## src/rtl/seg7_pkg.sv

```systemverilog
// Shared constants and segment table for the 4-digit 7-segment scan driver.
// Patterns are active-low, bit order {g,f,e,d,c,b,a}.
package seg7_pkg;

    localparam logic [6:0] SEG_BLANK  = 7'h7F;
    localparam logic [6:0] SEG_DASH   = 7'h3F;
    localparam logic [3:0] CODE_DASH  = 4'hA;
    localparam logic [3:0] CODE_BLANK = 4'hB;

    function automatic logic [6:0] seg_digit(input logic [3:0] d);
        logic [6:0] p;
        case (d)
            4'd0:    p = 7'h40;
            4'd1:    p = 7'h79;
            4'd2:    p = 7'h24;
            4'd3:    p = 7'h30;
            4'd4:    p = 7'h19;
            4'd5:    p = 7'h12;
            4'd6:    p = 7'h02;
            4'd7:    p = 7'h78;
            4'd8:    p = 7'h00;
            4'd9:    p = 7'h10;
            default: p = SEG_BLANK;
        endcase
        return p;
    endfunction

endpackage

```

## src/rtl/seg7_scan_driver_if.sv

```systemverilog
// Digit-load and display-output bundle between the BCD source and the scan driver.
interface seg7_scan_driver_if;

    logic       load;
    logic [3:0] thousands;
    logic [3:0] hundreds;
    logic [3:0] tens;
    logic [3:0] ones;
    logic       lz_en;
    logic [3:0] an;
    logic [6:0] seg;
    logic       frame_tick;

    modport master (
        output load, thousands, hundreds, tens, ones, lz_en,
        input  an, seg, frame_tick
    );

    modport slave (
        input  load, thousands, hundreds, tens, ones, lz_en,
        output an, seg, frame_tick
    );

endinterface

```

## src/rtl/seg7_decoder.sv

```systemverilog
// Combinational 4-bit digit code to active-low 7-segment pattern.
module seg7_decoder
    import seg7_pkg::*;
(
    input  logic [3:0] code,
    output logic [6:0] seg
);

    // Digits from the table, 10 is a dash, everything else is dark.
    always_comb begin
        seg = SEG_BLANK;
        if (code <= 4'd9) begin
            seg = seg_digit(code);
        end else if (code == CODE_DASH) begin
            seg = SEG_DASH;
        end else begin
            seg = SEG_BLANK;
        end
    end

endmodule

```

## src/rtl/seg7_scan_driver_chk.sv

```systemverilog
// Simulation-time guard on the scan timing parameters.
module seg7_scan_driver_chk #(
    parameter int SCAN_DIV     = 50000,
    parameter int BLANK_CYCLES = 16
) (
    input logic clock
);

    // Slot length must allow at least one lit cycle after the dead-time gap.
    always @(posedge clock) begin
        assert (SCAN_DIV >= 2 && BLANK_CYCLES >= 0 && BLANK_CYCLES < SCAN_DIV)
        else $error("seg7_scan_driver: unsupported SCAN_DIV=%0d BLANK_CYCLES=%0d",
                    SCAN_DIV, BLANK_CYCLES);
    end

endmodule

```

## src/rtl/seg7_scan_driver.sv

```systemverilog
// Time-multiplexed 4-digit common-anode 7-segment driver with frame-aligned
// digit capture, leading-zero blanking and per-slot dead time.
module seg7_scan_driver
    import seg7_pkg::*;
#(
    parameter int SCAN_DIV     = 50000,
    parameter int BLANK_CYCLES = 16
) (
    input logic               clock,
    input logic               reset,
    seg7_scan_driver_if.slave bus
);

    localparam int PW = (SCAN_DIV > 2) ? $clog2(SCAN_DIV) : 1;
    localparam logic [PW-1:0] PRE_LAST  = PW'(SCAN_DIV - 1);
    localparam logic [PW-1:0] PRE_BLANK = PW'(BLANK_CYCLES);

    logic [PW-1:0]   prescaler_r;
    logic [1:0]      idx_r;
    logic [3:0][3:0] shadow_r;
    logic [3:0][3:0] disp_r;
    logic            shadow_lz_r;
    logic            disp_lz_r;
    logic [3:0]      an_r;
    logic [6:0]      seg_r;
    logic            frame_tick_r;

    logic            wrap_s;
    logic            boundary_s;
    logic [3:0][3:0] in_digits_s;
    logic            blank3_s;
    logic            blank2_s;
    logic            blank1_s;
    logic [3:0]      digit_s;
    logic [6:0]      seg_dec_s;

    assign wrap_s      = (prescaler_r == PRE_LAST);
    assign boundary_s  = wrap_s && (idx_r == 2'd3);
    assign in_digits_s = {bus.thousands, bus.hundreds, bus.tens, bus.ones};

    // Blanking chain: a digit goes dark only if every digit above it is dark.
    always_comb begin
        blank3_s = disp_lz_r && (disp_r[3] == 4'h0);
        blank2_s = blank3_s && (disp_r[2] == 4'h0);
        blank1_s = blank2_s && (disp_r[1] == 4'h0);
    end

    // Select the effective code for the digit currently being scanned.
    always_comb begin
        digit_s = CODE_BLANK;
        case (idx_r)
            2'd0:    digit_s = disp_r[0];
            2'd1:    digit_s = blank1_s ? CODE_BLANK : disp_r[1];
            2'd2:    digit_s = blank2_s ? CODE_BLANK : disp_r[2];
            2'd3:    digit_s = blank3_s ? CODE_BLANK : disp_r[3];
            default: digit_s = CODE_BLANK;
        endcase
    end

    seg7_decoder u_dec (
        .code (digit_s),
        .seg  (seg_dec_s)
    );

    seg7_scan_driver_chk #(
        .SCAN_DIV     (SCAN_DIV),
        .BLANK_CYCLES (BLANK_CYCLES)
    ) u_chk (
        .clock (clock)
    );

    // Scan counters and double-buffered digit capture.
    always_ff @(posedge clock) begin
        if (reset) begin
            prescaler_r <= '0;
            idx_r       <= 2'd0;
            shadow_r    <= {4{CODE_BLANK}};
            disp_r      <= {4{CODE_BLANK}};
            shadow_lz_r <= 1'b0;
            disp_lz_r   <= 1'b0;
        end else begin
            if (wrap_s) begin
                prescaler_r <= '0;
                idx_r       <= idx_r + 2'd1;
            end else begin
                prescaler_r <= prescaler_r + PW'(1);
            end
            if (bus.load) begin
                shadow_r    <= in_digits_s;
                shadow_lz_r <= bus.lz_en;
            end
            // A load landing on the boundary itself must not wait a whole frame.
            if (boundary_s) begin
                if (bus.load) begin
                    disp_r    <= in_digits_s;
                    disp_lz_r <= bus.lz_en;
                end else begin
                    disp_r    <= shadow_r;
                    disp_lz_r <= shadow_lz_r;
                end
            end
        end
    end

    // Registered display outputs, dark during the dead-time gap of each slot.
    always_ff @(posedge clock) begin
        if (reset) begin
            an_r         <= 4'b1111;
            seg_r        <= SEG_BLANK;
            frame_tick_r <= 1'b0;
        end else begin
            frame_tick_r <= boundary_s;
            if (prescaler_r < PRE_BLANK) begin
                an_r  <= 4'b1111;
                seg_r <= SEG_BLANK;
            end else begin
                an_r  <= ~(4'b0001 << idx_r);
                seg_r <= seg_dec_s;
            end
        end
    end

    assign bus.an         = an_r;
    assign bus.seg        = seg_r;
    assign bus.frame_tick = frame_tick_r;

endmodule

```

## src/flat_wrapper.sv

```systemverilog
// flat-port wrapper written by rule: the top's interface ports become plain ports
module seg7_scan_driver_flat import seg7_pkg::*;
#(
    parameter int SCAN_DIV     = 50000,
    parameter int BLANK_CYCLES = 16
)
  (clock, reset, bus_load, bus_thousands, bus_hundreds, bus_tens, bus_ones, bus_lz_en, bus_an, bus_seg, bus_frame_tick);
  seg7_scan_driver_if bus_i ();
  input logic clock;
  input logic reset;
  input wire logic [$bits(bus_i.load)-1:0] bus_load;
  input wire logic [$bits(bus_i.thousands)-1:0] bus_thousands;
  input wire logic [$bits(bus_i.hundreds)-1:0] bus_hundreds;
  input wire logic [$bits(bus_i.tens)-1:0] bus_tens;
  input wire logic [$bits(bus_i.ones)-1:0] bus_ones;
  input wire logic [$bits(bus_i.lz_en)-1:0] bus_lz_en;
  output wire logic [$bits(bus_i.an)-1:0] bus_an;
  output wire logic [$bits(bus_i.seg)-1:0] bus_seg;
  output wire logic [$bits(bus_i.frame_tick)-1:0] bus_frame_tick;
  assign bus_i.load = bus_load;
  assign bus_i.thousands = bus_thousands;
  assign bus_i.hundreds = bus_hundreds;
  assign bus_i.tens = bus_tens;
  assign bus_i.ones = bus_ones;
  assign bus_i.lz_en = bus_lz_en;
  assign bus_an = bus_i.an;
  assign bus_seg = bus_i.seg;
  assign bus_frame_tick = bus_i.frame_tick;
  seg7_scan_driver #(.SCAN_DIV(SCAN_DIV), .BLANK_CYCLES(BLANK_CYCLES)) u_core (.clock(clock), .reset(reset), .bus(bus_i));
endmodule
```

## config.mk

```make
export PLATFORM = sky130hd
export DESIGN_NAME = seg7_scan_driver_flat
export DESIGN_NICKNAME = d
export VERILOG_FILES = /design/src/rtl/seg7_pkg.sv /design/src/rtl/seg7_scan_driver_if.sv /design/src/rtl/seg7_decoder.sv /design/src/rtl/seg7_scan_driver_chk.sv /design/src/rtl/seg7_scan_driver.sv /design/src/flat_wrapper.sv
export SDC_FILE = /design/constraint.sdc
export NUM_CORES = 1
export LEC_CHECK = 0
export BUFFER_PORTS_ARGS = -buffer_cell sky130_fd_sc_hd__buf_2
export CAP_MARGIN = 10
export CORE_MARGIN = 5
export CORE_UTILIZATION = 62
export CTS_BUF_LIST = sky130_fd_sc_hd__clkbuf_4 sky130_fd_sc_hd__clkbuf_8 sky130_fd_sc_hd__clkbuf_16
export CTS_CLUSTER_DIAMETER = 100
export DETAILED_ROUTE_END_ITERATION = 10
export PLACE_DENSITY = 0.89
export SLEW_MARGIN = 20
export SYNTH_ARGS = -nofsm -noshare
export SYNTH_HDL_FRONTEND = slang
export SYNTH_SLANG_ARGS = --single-unit
```

## constraint.sdc

```tcl
create_clock -name clock -period 4.6 [get_ports clock]
set_input_delay 0.46 -clock clock [delete_from_list [all_inputs] [get_ports clock]]
set_output_delay 0.46 -clock clock [all_outputs]
set_load 0.05 [all_outputs]
```

==> results by group, run 1 <==
Job
  – Maxcap violations: 0

Worst setup path
  – Worst R2R Path Depth: 9
  – CP Capture Point: u_core.bus.seg[6]$_SDFF_PP1_
  – Worst EP arrival: 2.83 ns
  – RR Startpoint: u_core.disp_r[8]$_SDFFE_PP1P_
  – Crit Path Max Fanout: 5
  – Reg-to-reg slack, setup: just over 2 ns
  – CP Capture Type: flop
  – Reg2reg end: u_core.bus.seg[6]$_SDFF_PP1_
  – Critical path class: reg -> reg
  – Critical path launch point type: flop
  – Worst endpoint required time: a little under 5 ns
  – CP Launch Point: u_core.disp_r[8]$_SDFFE_PP1P_

Global routing
  – Initial antenna violation count: 0
  – Gr ovfl total: 0
  – Global-route wire length before repair: roughly 9400 um
  – Vias in the first global route: ~2100
  – Global Route Usage Sum: between 15 and 20%
  – Largest net degree at the start of global routing: 41

Yosys
  – Post-synthesis cell count: between 300 and 400
  – Mapped Avg Cell Area: about 9.5 um2
  – Cell Area, Synth: about 2900 um2
  – Post-synth top flop: dfxtp_1
  – EDFF count, synth: 0
  – Unique masters post-synth: 44
  – Total of warnings raised by yosys: 0
  – Yosys reg bits: 64
  – Fraction of registers with async set/reset: 0%
  – Syn nets: between 300 and 400
  – Sequential share of the synthesized area: 44.3%

Routing
  – Number of remaining DRC errors: 0
  – Vias/cell: between 5 and 6
  – Post-Route M1 WL: ~2500 um
  – DRT Pass-1 Iters: 4
  – Routed wl met3: roughly 210 um
  – Top layer in use: met4
  – DRT Wirelength: between 5000 and 6000 um
  – Routed len/inst: about 14 um
  – Vias: approximately 2200
  – Iteration-0 DRC count of the detailed router: approximately 130
  – ANT nets after route: 0
  – Met2 wire len: between 2000 and 3000 um

Power and ir drop
  – Leakage: 1.26 nW
  – VDD IR max: ~0.00022 V
  – Pwr dens: approximately 350 nW/um2
  – Power, Total: about 1.1 mW

Timing
  – Actual slew at the worst max-slew pin: around 0.74 ns
  – Count of final setup violators: 0
  – Slew Limit Fails: 0
  – Final period util: about 56%
  – Final Hold Viols: 0
  – Fmax: a little under 400 MHz
  – Final period demand of the worst path: approximately 2.6 ns
  – RSZ-0062 raised after global routing: false
  – Slew HR: 50.6%
  – Total negative slack: 0 ns
  – Clk_skew: approximately 0.0058 ns

CTS
  – H-tree lvl count: 3
  – CTS hold repair buffers: 0
  – Post-CTS Resized: 0
  – CTS tree: built
  – Inserted Clock Buffers: 9
  – Bufs on Longest Clock Path: 2
  – CTS sink cnt: 64
  – Worst skew pair latency: ~0.34 ns
  – Clk root buf: clkbuf_8
  – Clock-pin slew on the worst setup and hold paths: about 0.070 ns
  – Buffers inserted by post-CTS timing repair: 0

Run status
  – Status: completed

Placed design
  – GP Congestion: 0.924
  – Post-DP HPWL: ~3800 um
  – PortBufs: 31

Layout
  – FILL cells: roughly 330
  – Area Growth Syn to Fin: 11.7%
  – Layout Nets: 363
  – Most frequent cells in the layout: dfxtp_1, nor2_1, buf_2
  – Most common cell after layout, fill and taps aside: dfxtp_1
  – # diodes: 0
  – Share of cells above drive strength 1: 17.8%

Worst hold path
  – Worst hold path depth: 3
  – Hold Path Class: in -> reg

Floorplanning
  – CORE AREA: 4440 um2
  – Die Y: slightly below 80 um
  – Rows: 24
  – Die width: roughly 78 um
  – # IOs: 32
  – Initial Util: between 60% and 70%
  – Die footprint: a little over 6000 um2
power by group:
part	internal [mW]	total, mW	switching [mW]
logic	0.0187	0.0416	0.0230
clock network	0.298	0.505	0.207
registers	0.565	0.569	0.00418
synthesized netlist by cell type, types with 2 or more instances:
cell type  count  area, um2
dfxtp_1       64       1280
nor2_1        53        199
nand2_1       19       71.3
mux2i_1       18        180
nand2b_1      15       93.8
a211o_1       14        123
o21ai_0       12       60.1
ha_1          11        138
inv_1          8       30.0
xnor2_1        8       70.1
nor3_1         7       35.0
clkbuf_1       6       22.5
nand3_1        6       30.0
nand4_1        6       37.5
xor2_1         6       52.6
a211oi_2       5       62.6
and3_1         4       25.0
a211oi_1       3       22.5
a21oi_1        3       15.0
and4_1         3       26.3
buf_2          3       15.0
buf_6          3       33.8
nor4_1         3       18.8
a31oi_1        2       12.5
nor3b_1        2       15.0
nor4b_1        2       17.5
o211ai_1       2       15.0
logic make-up (layout without fill, tap and decap cells):
| family | after synthesis | after routing | share of synthesized area [%] |
|---|---|---|---|
| AND/OR/NAND/NOR | 128 | 128 | 22.8 |
| adder cells (fa/ha/maj) | 11 | 11 | 4.76 |
| XOR/XNOR | 14 | 14 | 4.24 |
| buffers and inverters | 23 | 55 | 4.24 |
| AO/OA/AOI/OAI | 47 | 47 | 13.4 |
| flip-flops | 64 | 64 | 44.3 |
| multiplexers | 18 | 18 | 6.24 |
worst min-delay path by stage:
stage / endpoint / start
after floorplan: u_core.disp_r[0]$_SDFFE_PP1P_ / u_core.disp_r[0]$_SDFFE_PP1P_
after global placement: u_core.prescaler_r[0]$_SDFF_PP0_ / u_core.prescaler_r[0]$_SDFF_PP0_
after detailed placement: u_core.prescaler_r[0]$_SDFF_PP0_ / u_core.prescaler_r[0]$_SDFF_PP0_
after CTS: u_core.shadow_r[11]$_SDFF_PP1_ / bus_hundreds[3]
after global routing: u_core.shadow_r[4]$_SDFF_PP1_ / bus_tens[0]
final: u_core.shadow_r[11]$_SDFF_PP1_ / bus_hundreds[3]
final cells by class:
cell class / count / area, um2 / area share (%)
Clock buffer: 14 / 174 / 5.39
Clock inverter: 2 / 37.5 / 1.16
Inverter: 8 / 30.0 / 0.930
Tap cell: 52 / 65.1 / 2.02
Timing Repair Buffer: 31 / 155 / 4.81
Multi-Input combinational cell: 218 / 1490 / 46.0
Sequential cell: 64 / 1280 / 39.7
through the flow:
stage | util (%) | hold WS (ns) | cell area, um2 | worst slack, ns | instances
6_report | 72.6 | 0.363 | 3230 | 2.03 | 389
5_1_grt | 72.6 | 0.364 | 3230 | 1.74 | 389
4_1_cts | 72.6 | 0.355 | 3230 | 2.07 | 389
3_5_place_dp | 67.9 | 0.454 | 3020 | 2.15 | 373
3_3_place_gp | 67.9 | 0.441 | 3020 | 2.23 | 373
2_1_floorplan | - | 0.426 | 2890 | 2.39 | 305
sequential cells by signal (all words and copies together) (netlist names):
signal / count
u_core.bus.frame_tick: 1
u_core.prescaler_r: 16
u_core.bus.seg: 7
u_core.idx_r: 2
u_core.disp_lz_r: 1
u_core.bus.an: 4
u_core.disp_r: 16
u_core.shadow_lz_r: 1
u_core.shadow_r: 16
metal layers:
layer	vias to the layer above	track usage, %
met1	1054	23.5
met5	-	0
li1	1117	-
met2	45	31.8
met3	13	4.81
met4	0	11.4
critical path, cell delays in order (launching register included):
cell,delay (ns)
dfxtp_1,0.33
nor4_1,0.44
and3_1,0.23
o21ai_0,0.14
a41oi_2,0.34
inv_1,0.13
ha_1,0.26
o21ai_0,0.27
o21ai_1,0.16
o211ai_1,0.19
Note: power is estimated with default switching activity, not from simulation.
==> run 2: changes to the inputs <==
CORE_UTILIZATION = 58   (was 62)
PLACE_DENSITY = 0.84   (was 0.89)
clock period = 2.68 ns   (was 4.6 ns; I/O delays follow)
==> run 2 against run 1 <==
Critical path depth did not move. Register-to-register slack got worse by 1.7 ns. First-iteration DRC count rose by 6.4%. Count of clock-buffer cells in the layout did not move. Sequential cell count did not move. Total power rose by 73%. Cell area rose by 1.6%. Sequential power rose by 72%.
==> results by group, run 2 (same netlist as run 1, synthesis figures left out) <==
Run status
  – Status: completed

Layout
  – Area Growth Syn to Fin: 13.5%
  – Share of cells above drive strength 1: between 10% and 20%
  – Largest regs: u_core.disp_r: 16 flops, u_core.prescaler_r: 16 flops, u_core.shadow_r: 16 flops
  – Layout Nets: 365
  – Most common cell after layout, fill and taps aside: dfxtp_1
  – Finished layout cell area: between 3000 and 4000 um2
  – Most frequent cells in the layout: dfxtp_1, nor2_1, buf_2
  – Final core area utilization: 68.5%
  – # diodes: 0
  – FILL cells: around 400
  – Final Non-Filler Cells: a little over 400

Worst setup path
  – Critical path class: reg -> reg
  – RR Startpoint: u_core.disp_lz_r$_SDFFE_PP0P_
  – CP Launch Point: u_core.disp_lz_r$_SDFFE_PP0P_
  – Worst endpoint required time: between 2 and 3 ns
  – Reg-to-reg slack, setup: between 0.2 and 0.3 ns
  – Worst EP arrival: 2.65 ns
  – Critical path launch point type: flop
  – Cell family with most CP delay: compound AO/OA/AOI/OAI gates
  – CP Capture Point: u_core.bus.seg[6]$_SDFF_PP1_
  – Sum of buffers and inverters on the critical path: 1
  – CP dominant cell by count: o21ai_0
  – Reg2reg end: u_core.bus.seg[6]$_SDFF_PP1_
  – CP Capture Type: flop
  – CP Depth: 9
  – Worst path max stage delay: approximately 0.42 ns
  – CP Cell Sequence: nor3b_1 > and3_1 > o21ai_0 > a41oi_2 > inv_1 > ha_1 > o21ai_0 > o21ai_1 > o211ai_1
  – Crit Path Max Fanout: 5
  – Worst-path cell with the longest stage delay: nor3b_1
  – Worst R2R Path Depth: 9

Timing
  – RSZ-0062 raised after global routing: false
  – WHS: roughly 0.18 ns
  – Total negative slack: 0 ns
  – Final period demand of the worst path: around 2.4 ns
  – Count of final setup violators: 0
  – Slew HR: a little under half
  – Clk_skew: about 0.0067 ns
  – Final Hold Viols: 0
  – Final period util: around nine tenths
  – Final setup margin: around 0.29 ns
  – Slew Limit Fails: 0
  – Actual slew at the worst max-slew pin: slightly below 0.8 ns
  – Fmax: approximately 420 MHz

Floorplanning
  – Initial Util: between 60 and 70%
  – Die footprint: 6490 um2
  – Rows: 25
  – Die width: just over 80 um
  – Die Y: a little over 80 um
  – CORE AREA: between 4000 and 5000 um2
  – # IOs: 32

Power and ir drop
  – Pwr dens: slightly below 600 nW/um2
  – Sequential Power Share: about half
  – Switching pwr: 0.393 mW
  – Sw frac: about a fifth
  – Combinational share of power: approximately 3.7%
  – Clk network pwr share: between 40 and 50%
  – Power, Total: 1.94 mW
  – VDD IR max: 0.000368 V
  – Internal: ~1.5 mW
  – Leakage: around 1.3 nW

Global routing
  – Global-route wire length before repair: a little over 9000 um
  – Initial antenna violation count: 0
  – Vias in the first global route: about 2100
  – Gr ovfl total: 0
  – Largest net degree at the start of global routing: a little over 40
  – Global Route Usage Sum: around 19%

Routing
  – Number of remaining DRC errors: 0
  – Vias: approximately 2200
  – Routed len/inst: ~13 um
  – DRT Wirelength: approximately 5300 um
  – ANT nets after route: 0
  – Iteration-0 DRC count of the detailed router: around 130
  – Vias/cell: between 5 and 6
  – DRT Pass-1 Iters: 4

CTS
  – CTS sink cnt: 64
  – Worst skew pair latency: around 0.34 ns
  – Inserted Clock Buffers: 9
  – Bufs on Longest Clock Path: 2
  – H-tree lvl count: 3
  – CTS tree: built
  – CTS hold repair buffers: 0
  – Clk root buf: clkbuf_8
  – Clock-pin slew on the worst setup and hold paths: 0.07 ns

Job
  – Maxcap violations: 0

Placed design
  – PortBufs: 31
  – GP Congestion: slightly below 0.9
  – Placed insts: just under 400
  – Post-DP Area: roughly 3100 um2
  – Place WS: ~0.27 ns
  – Post-DP HPWL: roughly 3700 um

Worst hold path
  – Hold Path Class: in -> reg
[run 2: worst min path at each step]
| stage | start | to | slack (ns) | depth (start not counted) |
|---|---|---|---|---|
| 2_1_floorplan | reset | u_core.bus.seg[0]$_SDFF_PP1_ | 0.38 | 2 |
| 3_3_place_gp | u_core.prescaler_r[0]$_SDFF_PP0_ | u_core.prescaler_r[0]$_SDFF_PP0_ | 0.44 | 1 |
| 3_5_place_dp | u_core.prescaler_r[0]$_SDFF_PP0_ | u_core.prescaler_r[0]$_SDFF_PP0_ | 0.45 | 1 |
| 4_1_cts | bus_hundreds[3] | u_core.shadow_r[11]$_SDFF_PP1_ | 0.16 | 3 |
| 5_1_grt | bus_thousands[0] | u_core.shadow_r[12]$_SDFF_PP1_ | 0.17 | 3 |
| 6_report | bus_tens[1] | u_core.shadow_r[5]$_SDFF_PP1_ | 0.18 | 3 |
[run 2: metal layers]
metal,track usage [%],vias up,part of all wire (%)
li1,-,1121,-
met1,23.2,1018,49
met2,28.8,40,45
met3,6.84,7,5.1
met4,7.60,0,1.4
met5,0,-,0
[run 2: worst register-to-register path: cells and delay by family, from the launching register on]
kind,cells,cell delay (ns)
buffers and inverters,1,0.10
AOI/OAI and AO/OA,5,0.94
and+or+nand+nor,2,0.67
DFF,1,0.36
adders and majority gates,1,0.24
[run 2: layout make-up]
| cell class | count | area, um2 | area share, % |
|---|---|---|---|
| Clock buffer | 14 | 186 | 5.69 |
| Clock inverter | 2 | 35.0 | 1.07 |
| Inverter | 8 | 30.0 | 0.916 |
| Multi-Input combinational cell | 218 | 1490 | 45.5 |
| Sequential cell | 64 | 1280 | 39.1 |
| Tap cell | 67 | 83.8 | 2.56 |
| Timing Repair Buffer | 33 | 170 | 5.19 |
[run 2: power by group through the flow]
| stage | sequential (mW) | clock, mW | combinational [mW] |
|---|---|---|---|
| after global placement | 0.998 | 0 | 0.0702 |
| after global routing | 0.978 | 0.961 | 0.0815 |
| after CTS | 0.977 | 0.904 | 0.0728 |
| after floorplan | 0.997 | 0 | 0.0523 |
| final | 0.977 | 0.887 | 0.0715 |
| after detailed placement | 0.998 | 0 | 0.0722 |
[run 2: what timing repair did]
item                                    CTS  global route
gates resized for setup                   0             1
endpoints found under the setup margin    0             2
setup buffers                             0             0
==> run 3: changes to the inputs <==
SYNTH_HIERARCHICAL = 1   (was not set)
==> run 3 against run 2 <==
The run now ends with negative setup slack left. Global-route usage is 0.68 points higher. Sequential cell count stayed put. Setup slack worse by 0.31 ns. Combinational power hardly changed. First-iteration DRC count is 26% higher. Sequential power hardly changed. Critical path depth is 3 higher. Total power is 9.6% lower. Via count is 2.4% higher. Critical path type unchanged.
==> results by group, run 3 <==
Yosys
  – Cell Area, Synth: between 2000 and 3000 um2
  – Sequential share of the synthesized area: roughly 44%
  – Cell taking the most area after synthesis: dfxtp_1
  – EDFF count, synth: 0
  – Fraction of registers with async set/reset: 0%
  – Most common cell in the synthesized netlist: dfxtp_1
  – Main area contributors after synthesis: dfxtp_1, ha_1, mux2_4
  – Post-synth top flop: dfxtp_1
  – Post-synth top cells: dfxtp_1, nor2_1, nor2b_1, xnor2_1
  – Yosys reg bits: 64
  – Syn nets: approximately 330
  – Total of warnings raised by yosys: 6
  – Unique masters post-synth: 48
  – Yosys top cell area share: between 40% and 50%
  – Mapped Avg Cell Area: between 9 and 10 um2
  – Post-synthesis cell count: slightly below 300

CTS
  – Worst skew pair latency: 0.34 ns
  – CTS hold repair buffers: 0
  – H-tree lvl count: 3
  – Clock-pin slew on the worst setup and hold paths: ~0.06 ns
  – CTS sink cnt: 64
  – Bufs on Longest Clock Path: 2
  – Inserted Clock Buffers: 9
  – Clk root buf: clkbuf_8
  – CTS tree: built

Floorplanning
  – Initial Util: roughly three fifths
  – # IOs: 32
  – Die Y: 80.8 um
  – Die width: 80.8 um
  – CORE AREA: approximately 4800 um2
  – Die footprint: 6520 um2
  – Rows: 25

Timing
  – Actual slew at the worst max-slew pin: approximately 0.92 ns
  – Final setup margin: -0.0200 ns
  – Final period demand of the worst path: 2.70 ns
  – Slew Limit Fails: 0
  – RSZ-0062 raised after global routing: true
  – Slew HR: between 30% and 40%
  – Count of final setup violators: 1
  – Total negative slack: -0.0200 ns
  – Clk_skew: just under 0.008 ns
  – Fmax: around 370 MHz
  – Final period util: 101%
  – WHS: ~0.16 ns
  – Final Hold Viols: 0

Worst setup path
  – Critical path launch point type: flop
  – Crit Path Max Fanout: 4
  – Worst endpoint required time: 2.87 ns
  – Worst EP arrival: around 2.9 ns
  – CP Capture Type: flop
  – Critical path class: reg -> reg

Placed design
  – Post-DP Area: 3170 um2
  – GP Congestion: approximately 0.92
  – PortBufs: 31
  – Place WS: -0.0894 ns
  – Post-DP HPWL: about 3700 um

Layout
  – FILL cells: 348
  – Area Growth Syn to Fin: 19.8%
  – Reg area: 1290 um2
  – Most common cell after layout, fill and taps aside: dfxtp_1
  – Largest regs: u_core/disp_r: 16 flops, u_core/prescaler_r: 16 flops, u_core/shadow_r: 16 flops
  – # diodes: 0
  – Footprint of the multi-input gates: about 1600 um2
  – Most frequent cells in the layout: dfxtp_1, nor2_1, buf_2
  – Layout Nets: roughly 370
  – Finished layout cell area: around 3500 um2
  – Share of cells above drive strength 1: about a third

Global routing
  – Global Route Usage Sum: about a fifth
  – Global-route wire length before repair: approximately 9700 um
  – Gr ovfl total: 0
  – Largest net degree at the start of global routing: 43
  – Initial antenna violation count: 0
  – Vias in the first global route: ~2100

Routing
  – DRT Wirelength: 5670 um
  – Vias/cell: roughly 5.4
  – Number of remaining DRC errors: 0
  – Iteration-0 DRC count of the detailed router: ~170
  – ANT nets after route: 0
  – Routed len/inst: 13.8 um
  – DRT Pass-1 Iters: 4
  – Vias: 2238

Job
  – Maxcap violations: 0

Power and ir drop
  – VDD IR max: between 0.0004 and 0.0005 V
  – Pwr dens: just over 500 nW/um2
  – Leakage: 1.38 nW

Worst hold path
  – Hold Path Class: in -> reg

Run status
  – Status: complete, but fails checks
  – Violated checks: negative setup slack
==> run 3: layout make-up <==
class	instances	share of cell area, %
Clock inverter	1	0.144
Clock buffer	13	4.60
Timing Repair Buffer	49	8.34
Multi-Input combinational cell	206	46.2
Sequential cell	64	37.0
Inverter	12	1.29
Tap cell	67	2.41
==> run 3: kinds of logic (layout without fill, tap and decap cells) <==
group | count (synthesis) | in the layout | synth area share, %
AO/OA/AOI/OAI | 42 | 42 | 10.7
XOR/XNOR | 14 | 14 | 4.22
buffers and inverters | 24 | 75 | 3.79
adder cells (fa/ha/maj) | 11 | 11 | 4.74
AND/OR/NAND/NOR | 116 | 116 | 22.6
multiplexers | 23 | 23 | 9.82
flip-flops | 64 | 64 | 44.1
==> run 3: stage by stage <==
stage / cells / utilization, % / total power, mW
3_3_place_gp: 387 / 66.1 / 1.07
5_1_grt: 412 / 72.7 / 1.83
4_1_cts: 410 / 71.6 / 1.77
3_5_place_dp: 387 / 66.1 / 1.07
6_report: 412 / 72.7 / 1.75
2_1_floorplan: 294 / - / 1.05
==> run 3: timing repair <==
item | 4_1_cts | 5_1_grt
endpoints found under the setup margin | 3 | 3
pin swaps | 6 | 7
resized for setup | 6 | 7
cloned | 0 | 0
setup buffers | 9 | 2
==> run 3: power by group <==
part	total, mW	switching, mW	internal, mW
clock network	0.701	0.321	0.380
registers	0.978	0.00670	0.971
logic	0.0715	0.0378	0.0338
total	1.75	0.366	1.39
==> run 3: path summary, 6_finish.rpt <==
check	to	cells past startpoint	start	slack (ns)
hold / removal	u_core/shadow_r[13]$_SDFF_PP1_	2	bus_thousands[1]	0.16
setup reg to reg	u_core/bus.seg[6]$_SDFF_PP1_	12	u_core/idx_r[1]$_SDFFE_PP0N_	-0.02
setup / recovery	u_core/bus.seg[6]$_SDFF_PP1_	12	u_core/idx_r[1]$_SDFFE_PP0N_	-0.02
hold reg to reg	u_core/prescaler_r[0]$_SDFF_PP0_	1	u_core/prescaler_r[0]$_SDFF_PP0_	0.46
==> run 3: per-layer routing <==
metal  global-route usage [%]  vias up  wire length, um
met1                     23.5     1048             2540
met5                        0        -                0
li1                         -     1114                -
met4                     8.95        0              193
met3                     5.88       20              268
met2                     31.1       56             2670
==> run 3: critical path: stages, from the launching register on <==
cell,delay (ns)
dfxtp_2,0.33
inv_2,0.07
ha_4,0.12
or4b_4,0.45
o21bai_1,0.19
a21oi_2,0.09
a21oi_2,0.22
inv_2,0.09
ha_4,0.17
or3b_1,0.37
a311oi_1,0.23
a21oi_1,0.07
nand2b_1,0.14
